==> src/rtl/result_normalizer.sv <==
// Post-add normalizer: turns a sign/exponent/mantissa triple into a packed IEEE-754 single (truncating, no denormals).
// Optional Overflow/Underflow outputs are compiled in with `define RESULT_NORMALIZER_FLAGS_EN.
module result_normalizer (
  input  logic        Clk,
  input  logic        Reset,
  input  logic        Load,
  input  logic        S_In,
  input  logic [7:0]  E_In,
  input  logic [23:0] M_In,
  input  logic        Carry_In,
  output logic [31:0] Result,
  output logic        Done,
  output logic        Busy
`ifdef RESULT_NORMALIZER_FLAGS_EN
  ,
  output logic        Overflow,
  output logic        Underflow
`endif
);

  typedef enum logic [1:0] {IDLE, CHECK, SHIFT, DONE} state_t;

  state_t      state, state_nx;
  logic        s, s_nx;
  logic        c, c_nx;
  logic [7:0]  e, e_nx;
  logic [23:0] m, m_nx;
  logic [31:0] result_nx;

  function automatic logic [31:0] pack(input logic sign, input logic [7:0] exp, input logic [22:0] frac);
    return {sign, exp, frac};
  endfunction

  function automatic logic [31:0] infinity(input logic sign);
    return {sign, 8'hFF, 23'b0};
  endfunction

  function automatic logic [31:0] signed_zero(input logic sign);
    return {sign, 31'b0};
  endfunction

  always_ff @(posedge Clk) begin
    if (Reset) state <= IDLE;
    else       state <= state_nx;
  end

  // Next state and datapath updates; result_nx only moves on the edge entering DONE.
  always_comb begin
    state_nx  = state;
    s_nx      = s;
    c_nx      = c;
    e_nx      = e;
    m_nx      = m;
    result_nx = Result;
    unique case (state)
      IDLE: begin
        if (Load) begin
          s_nx     = S_In;
          e_nx     = E_In;
          m_nx     = M_In;
          c_nx     = Carry_In;
          state_nx = CHECK;
        end
      end
      CHECK: begin
        state_nx = DONE;
        if (e == 8'hFF) begin
          result_nx = infinity(s);
        end else if (c) begin
          // Carry renormalizes right by one; the bit shifted out is dropped.
          if (e == 8'hFE) begin
            result_nx = infinity(s);
          end else begin
            e_nx      = e + 8'd1;
            m_nx      = {1'b1, m[23:1]};
            result_nx = pack(s, e + 8'd1, m[23:1]);
          end
        end else if (m == '0 || e == '0) begin
          result_nx = signed_zero(s);
        end else if (m[23]) begin
          result_nx = pack(s, e, m[22:0]);
        end else begin
          state_nx = SHIFT;
        end
      end
      SHIFT: begin
        if (e == 8'd1) begin
          result_nx = signed_zero(s);
          state_nx  = DONE;
        end else begin
          e_nx = e - 8'd1;
          m_nx = {m[22:0], 1'b0};
          if (m[22]) begin
            result_nx = pack(s, e - 8'd1, {m[21:0], 1'b0});
            state_nx  = DONE;
          end
        end
      end
      DONE: state_nx = IDLE;
    endcase
  end

  always_comb begin
    Busy = (state != IDLE);
    Done = (state == DONE);
  end

  always_ff @(posedge Clk) begin
    if (Reset) begin
      s      <= 1'b0;
      c      <= 1'b0;
      e      <= '0;
      m      <= '0;
      Result <= '0;
    end else begin
      s      <= s_nx;
      c      <= c_nx;
      e      <= e_nx;
      m      <= m_nx;
      Result <= result_nx;
    end
  end

`ifdef RESULT_NORMALIZER_FLAGS_EN
  // Exponent FF only arises from infinity; a zero reached from SHIFT is always an underflow.
  always_ff @(posedge Clk) begin
    if (Reset) begin
      Overflow  <= 1'b0;
      Underflow <= 1'b0;
    end else if (state_nx == DONE) begin
      Overflow  <= (result_nx[30:23] == 8'hFF);
      Underflow <= (state == SHIFT) && (result_nx[30:0] == '0);
    end
  end
`endif

endmodule

==> config.mk <==
export PLATFORM = sky130hd
export DESIGN_NAME = result_normalizer
export DESIGN_NICKNAME = d
export VERILOG_FILES = /design/src/rtl/result_normalizer.sv
export SDC_FILE = /design/constraint.sdc
export NUM_CORES = 1
export LEC_CHECK = 0
export CORE_MARGIN = 2
export CORE_UTILIZATION = 30
export DETAILED_ROUTE_END_ITERATION = 8
export GPL_TIMING_DRIVEN = 0
export SYNTH_ARGS = -nofsm -noshare
export SYNTH_HDL_FRONTEND = slang
export SYNTH_SLANG_ARGS = --single-unit
==> constraint.sdc <==
create_clock -name Clk -period 2.6 [get_ports Clk]
set_clock_uncertainty 0.15 [all_clocks]
set_input_delay 0.78 -clock Clk [delete_from_list [all_inputs] [get_ports Clk]]
set_output_delay 0.78 -clock Clk [all_outputs]
set_load 0.005 [all_outputs]
Yosys cells after proc, flatten, opt, wreduce, memory -nomap -nowiden
Cells that the tools add are included.
{"block": "totals", "ff_bits": 68, "inputBits": 37, "output_inout_bits": 34, "elab_cells": 60}
{"block": "op_classes", "n_addsub": 2, "n_eq_ne": 13, "n_mux": 28, "n_reduce_logical": 11}
{"op": "32-bit 2-to-1 mux", "count": 6}
{"op": "24-bit 2-to-1 mux", "count": 5}
{"op": "24-bit one-hot mux with 3 select lines", "count": 1}
{"op": "32-bit one-hot mux with 2 select lines", "count": 1}
{"op": "8-bit 2-to-1 mux", "count": 5}
{"op": "31-bit 2-to-1 mux", "count": 1}
{"op": "24-bit zero test", "count": 1}
{"op": "8-bit one-hot mux with 3 select lines", "count": 1}
{"op": "8-bit equality test, second input constant", "count": 2}
{"op": "2-bit != test, second input constant", "count": 5}
{"op": "8-bit by 1-bit adder with 8-bit output, second input constant", "count": 1}
{"op": "8-bit by 1-bit equality test with 1-bit output, second input constant", "count": 1}
{"op": "8-bit zero test", "count": 1}
{"op": "2-bit one-hot mux with 4 select lines", "count": 1}
{"op": "8-bit by 1-bit subtractor with 8-bit output, second input constant", "count": 1}
{"op": "2-bit 2-to-1 mux", "count": 3}
{"op": "6-bit AND reduction", "count": 1}
{"op": "5-bit != test, second input constant", "count": 1}
{"op": "2-bit equality test, second input constant", "count": 2}
{"op": "1-bit 2-to-1 mux", "count": 4}
{"op": "2-bit AND reduction", "count": 2}
{"op": "2-bit nonzero test", "count": 2}
{"op": "3-bit != test, second input constant", "count": 1}
{"op": "3-bit AND reduction", "count": 1}
{"op": "4 further kinds", "count": 4}

Depth between registers and ports, before layout
{"block": "depth", "word_depth": 6, "mapped_depth": 10, "mapped_depth_nobuf": 7}

Worst setup path after synthesis
No wires, ideal clock.
{"block": "synth_path", "path_type": "register to register", "from": "reg e[0]", "to": "reg Result[18]", "setup_time_ns": 0.081, "arrival_ns": 2.312, "t_required_ns": 2.369, "path_slack_ns": 0.057, "path_stages_with_launch": 10, "path_buffers": 2, "synth_period_minus_slack_ns": 2.543, "cell_sequence": "dfxtp_1 -> clkbuf_1 -> inv_1 -> ha_1 -> nor3b_2 -> a21o_1 -> a2111oi_4 -> buf_2 -> a222oi_1 -> a211oi_2"}
{"block": "synth_between", "elab_chain_len": 6, "elab_cells_between_ends": 14, "classes_between": "eq/ne: 5; mux: 6; reduce/logical: 3"}
{"item": "from (decl)", "line_no": "26", "source": "logic [7:0] e, e_nx;"}
{"item": "from (signal assigned)", "line_no": "118", "source": "e <= e_nx;"}
{"item": "8-bit zero test", "line_no": "78", "source": "end else if (m == '0 || e == '0) begin"}
{"item": "1-bit logical OR", "line_no": "78"}
{"item": "32-bit 2-to-1 mux", "line_no": "78"}
{"item": "32-bit 2-to-1 mux", "line_no": "69", "source": "end else if (c) begin"}
{"item": "32-bit 2-to-1 mux", "line_no": "67", "source": "if (e == 8'hFF) begin"}
{"item": "32-bit one-hot mux with 2 select lines", "line_no": "55", "source": "unique case (state)"}
{"item": "to (signal assigned)", "line_no": "120", "source": "Result <= result_nx;"}
{"item": "to (decl)", "line_no": "11", "source": "output logic [31:0] Result,"}
Parallel ways exist; a longest one is shown, timed or not.
A chain may end at the register's enable or synchronous reset.

Final worst setup path
{"block": "layout_path", "from": "reg state[1]", "to": "out Busy"}
{"block": "layout_between", "elab_chain_len": 1}
{"item": "from (decl)", "line_no": "23", "source": "state_t state, state_nx;"}
{"item": "from (signal assigned)", "line_no": "44", "source": "else state <= state_nx;"}
{"item": "2-bit nonzero test", "line_no": "104", "source": "Busy = (state != IDLE);"}
{"item": "to (decl)", "line_no": "13", "source": "output logic Busy"}
Every way passes these cells.

==> results.ini <==
[routing]
vias_per_cell=6.070
post_drt_wl_per_cell_um=20.93
firstDrtPassIters=9
routed_wl_um=16220
drt_drc_violations_left=0
first_iter_violations=552
dr_total_vias=4704
drtAntennaViolNets=0

[yosys]
synth.avg_cell_area_um2=8.592
synth.area.top_cells=dfxtp_1 31%, a21oi_1 8.3%, a221o_1 5.3%, a222oi_1 5.1%, o211ai_1 4.9%
synth_edf_count=0
synth_warnings=0
synth_top_area_share_pct=31.50
synthCells=503
synthFlopType=dfxtp_1
syn_nets=550
async_flop_share_pct=0
yosys_register_bits=68
yosysTopAreaCell=dfxtp_1
syn_area_um2=4322
synth_cell_types=60
synth.most_common_cell=a21oi_1
synthTopCellsByCount=72 x a21oi_1, 68 x dfxtp_1, 40 x nand2_1
ys_seq_area_share_pct=31.50

[cells_and_area]
drive_gt1_share_pct=17.48
nets=637
fill_cells=1421
areaGrowthSynthToFinish_pct=31.99
diodes=0

[timing]
maxSlewHeadroom_pct=43.28
rsz0062_at_grt=no
final_hold_viol_count=0
hold_ws_ns=0.3118
setup_tns_ns=0
fmax_mhz=398.8
tightestPinTransition_ns=0.8508
period_share_pct=96.44
setup_violations=0
layout_min_cycle_time_ns=2.507
finalMaxSlewViolations=0

[global_routing]
grt_max_degree=12
grt_util_all_layers_pct=21.18
grt-ovfl-total=0
grt_first_pass_wirelength_um=24720
grt_pass1_vias=4429
antenna_found_initial=0

[floorplanning]
fp.dieW_um=124.0
num_rows=43
die_h_um=124.0
die_area_um2=15380
start_util_pct=30.89
core_area_um2=13990
num_io_pins=71

[cts]
clockBufferDepth=2
cts_tree=done
cts_root_buffer=clkbuf_16
cts.sinks=68
htreeDepth=3
numCtsBuffers=9
clk_pin_slew_ns=0.06
clock_latency_ns=0.33

[worst_hold_path]
hold_path_class=reg2reg

[placed_design]
hpwl_um=11740
place_congestion=0.9951
port_buffers=69

[worst_setup_path]
start_kind=flip-flop
path_class=reg2out
endpoint_kind=output pin
required_ns=1.67
cp.arrival_ns=1.58
critPathMaxFanout=6

[pwr]
cellPowerDensity_nw_per_um2=1446
vdd_drop_max_v=0.0005535
p_leak_nw=1.935

[job]
max_cap_violations=0

[status]
outcome=finished clean

[report_power, final]
| part | switching (W) | total, W | leakage, nW | internal, W |
|---|---|---|---|---|
| combinational | 0.00310 | 0.00527 | 1.22 | 0.00217 |
| clock | 0.000471 | 0.00129 | 0.156 | 0.000822 |
| sequential | 0.000323 | 0.00169 | 0.561 | 0.00137 |
[worst max-delay path, stage by stage, from the launching register on]
cell,delay [ns]
dfxtp_2,0.37
inv_1,0.10
ha_2,0.22
inv_1,0.06
clkdlybuf4s50_1,0.49
[layout by cell type, fill, tap and decap left out, types with 4 or more instances in the layout]
cell	instances
nand4_1	4
clkbuf_1	20
a222oi_1	22
clkbuf_16	9
a21oi_1	71
a211oi_1	16
clkdlybuf4s50_1	69
a311oi_1	7
a21o_1	4
dfxtp_1	65
xnor2_1	6
a221o_1	23
nor2_1	13
a221oi_1	5
ha_1	8
buf_4	14
o21ai_0	14
mux2i_1	4
or3_1	5
buf_6	8
inv_1	12
nor2_2	4
a211oi_2	12
nand3_1	11
nand2_1	40
and3_1	4
o211ai_1	28
buf_2	22
nor3_1	8
[cell type report]
| class | instances | area, um2 | area share, % |
|---|---|---|---|
| Clock inverter | 3 | 43.79 | 0.7677 |
| Multi-Input combinational cell | 362 | 2661 | 46.65 |
| Timing Repair Buffer | 78 | 758.2 | 13.29 |
| Sequential cell | 68 | 1365 | 23.93 |
| Clock buffer | 13 | 270.3 | 4.738 |
| Tap cell | 180 | 225.2 | 3.948 |
| Buffer | 58 | 327.8 | 5.747 |
| Inverter | 13 | 52.55 | 0.9213 |
[layer usage]
metal  up-vias  track usage (%)  share of wire (%)
met4         0            5.969                1.4
met3        20            3.617                7.8
met2       248            34.41                 46
li1       2160                -                  -
met5         -                0                  0
met1      2276            28.85                 45
[per-stage QoR]
stage | cell area [um2] | setup WS [ns] | util [%] | power [W] | std cells
final | 5704 | 0.09266 | 40.78 | 0.008249 | 775
after global routing | 5704 | 0.01342 | 40.78 | 0.008750 | 775
after CTS | 5620 | 0.001553 | 40.18 | 0.008029 | 771
after detailed placement | 5238 | -0.5471 | 37.44 | 0.006615 | 752
after global placement | 5238 | -0.5206 | 37.44 | 0.006517 | 752
after floorplan | 4322 | 0.05742 | - | 0.005046 | 503
[worst paths after layout]
kind | from | end | slack [ns] | cells after the start
worst max-delay path | state[1] | Busy | 0.09 | 4
worst min-delay path | s | s | 0.31 | 2
worst max register to register | e[1] | Result[3] | 0.09 | 9
worst min register to register | s | s | 0.31 | 2
[logic make-up (layout without fill, tap and decap cells)]
group,after synthesis,count (layout),share of synthesized area (%)
compound gates,230,230,41.11
simple gates,112,112,13.87
flops,68,68,31.50
mux,4,4,0.9265
xor+xnor,6,6,1.216
buf+inv,73,165,8.483
fa+ha+maj,10,10,2.895
[repair_timing]
action	4_1_cts	5_1_grt
pin swaps	3	3
hold buffers	0	0
resized for setup	14	13
setup buffers	3	6
setup endpoints to repair	65	60
gates cloned	0	0
[state kept, by name (all words and copies together), names as in the netlist]
signal  flops
m          24
state       2
c           1
s           1
Result     32
e           8
(Power assumes the default switching activity.)
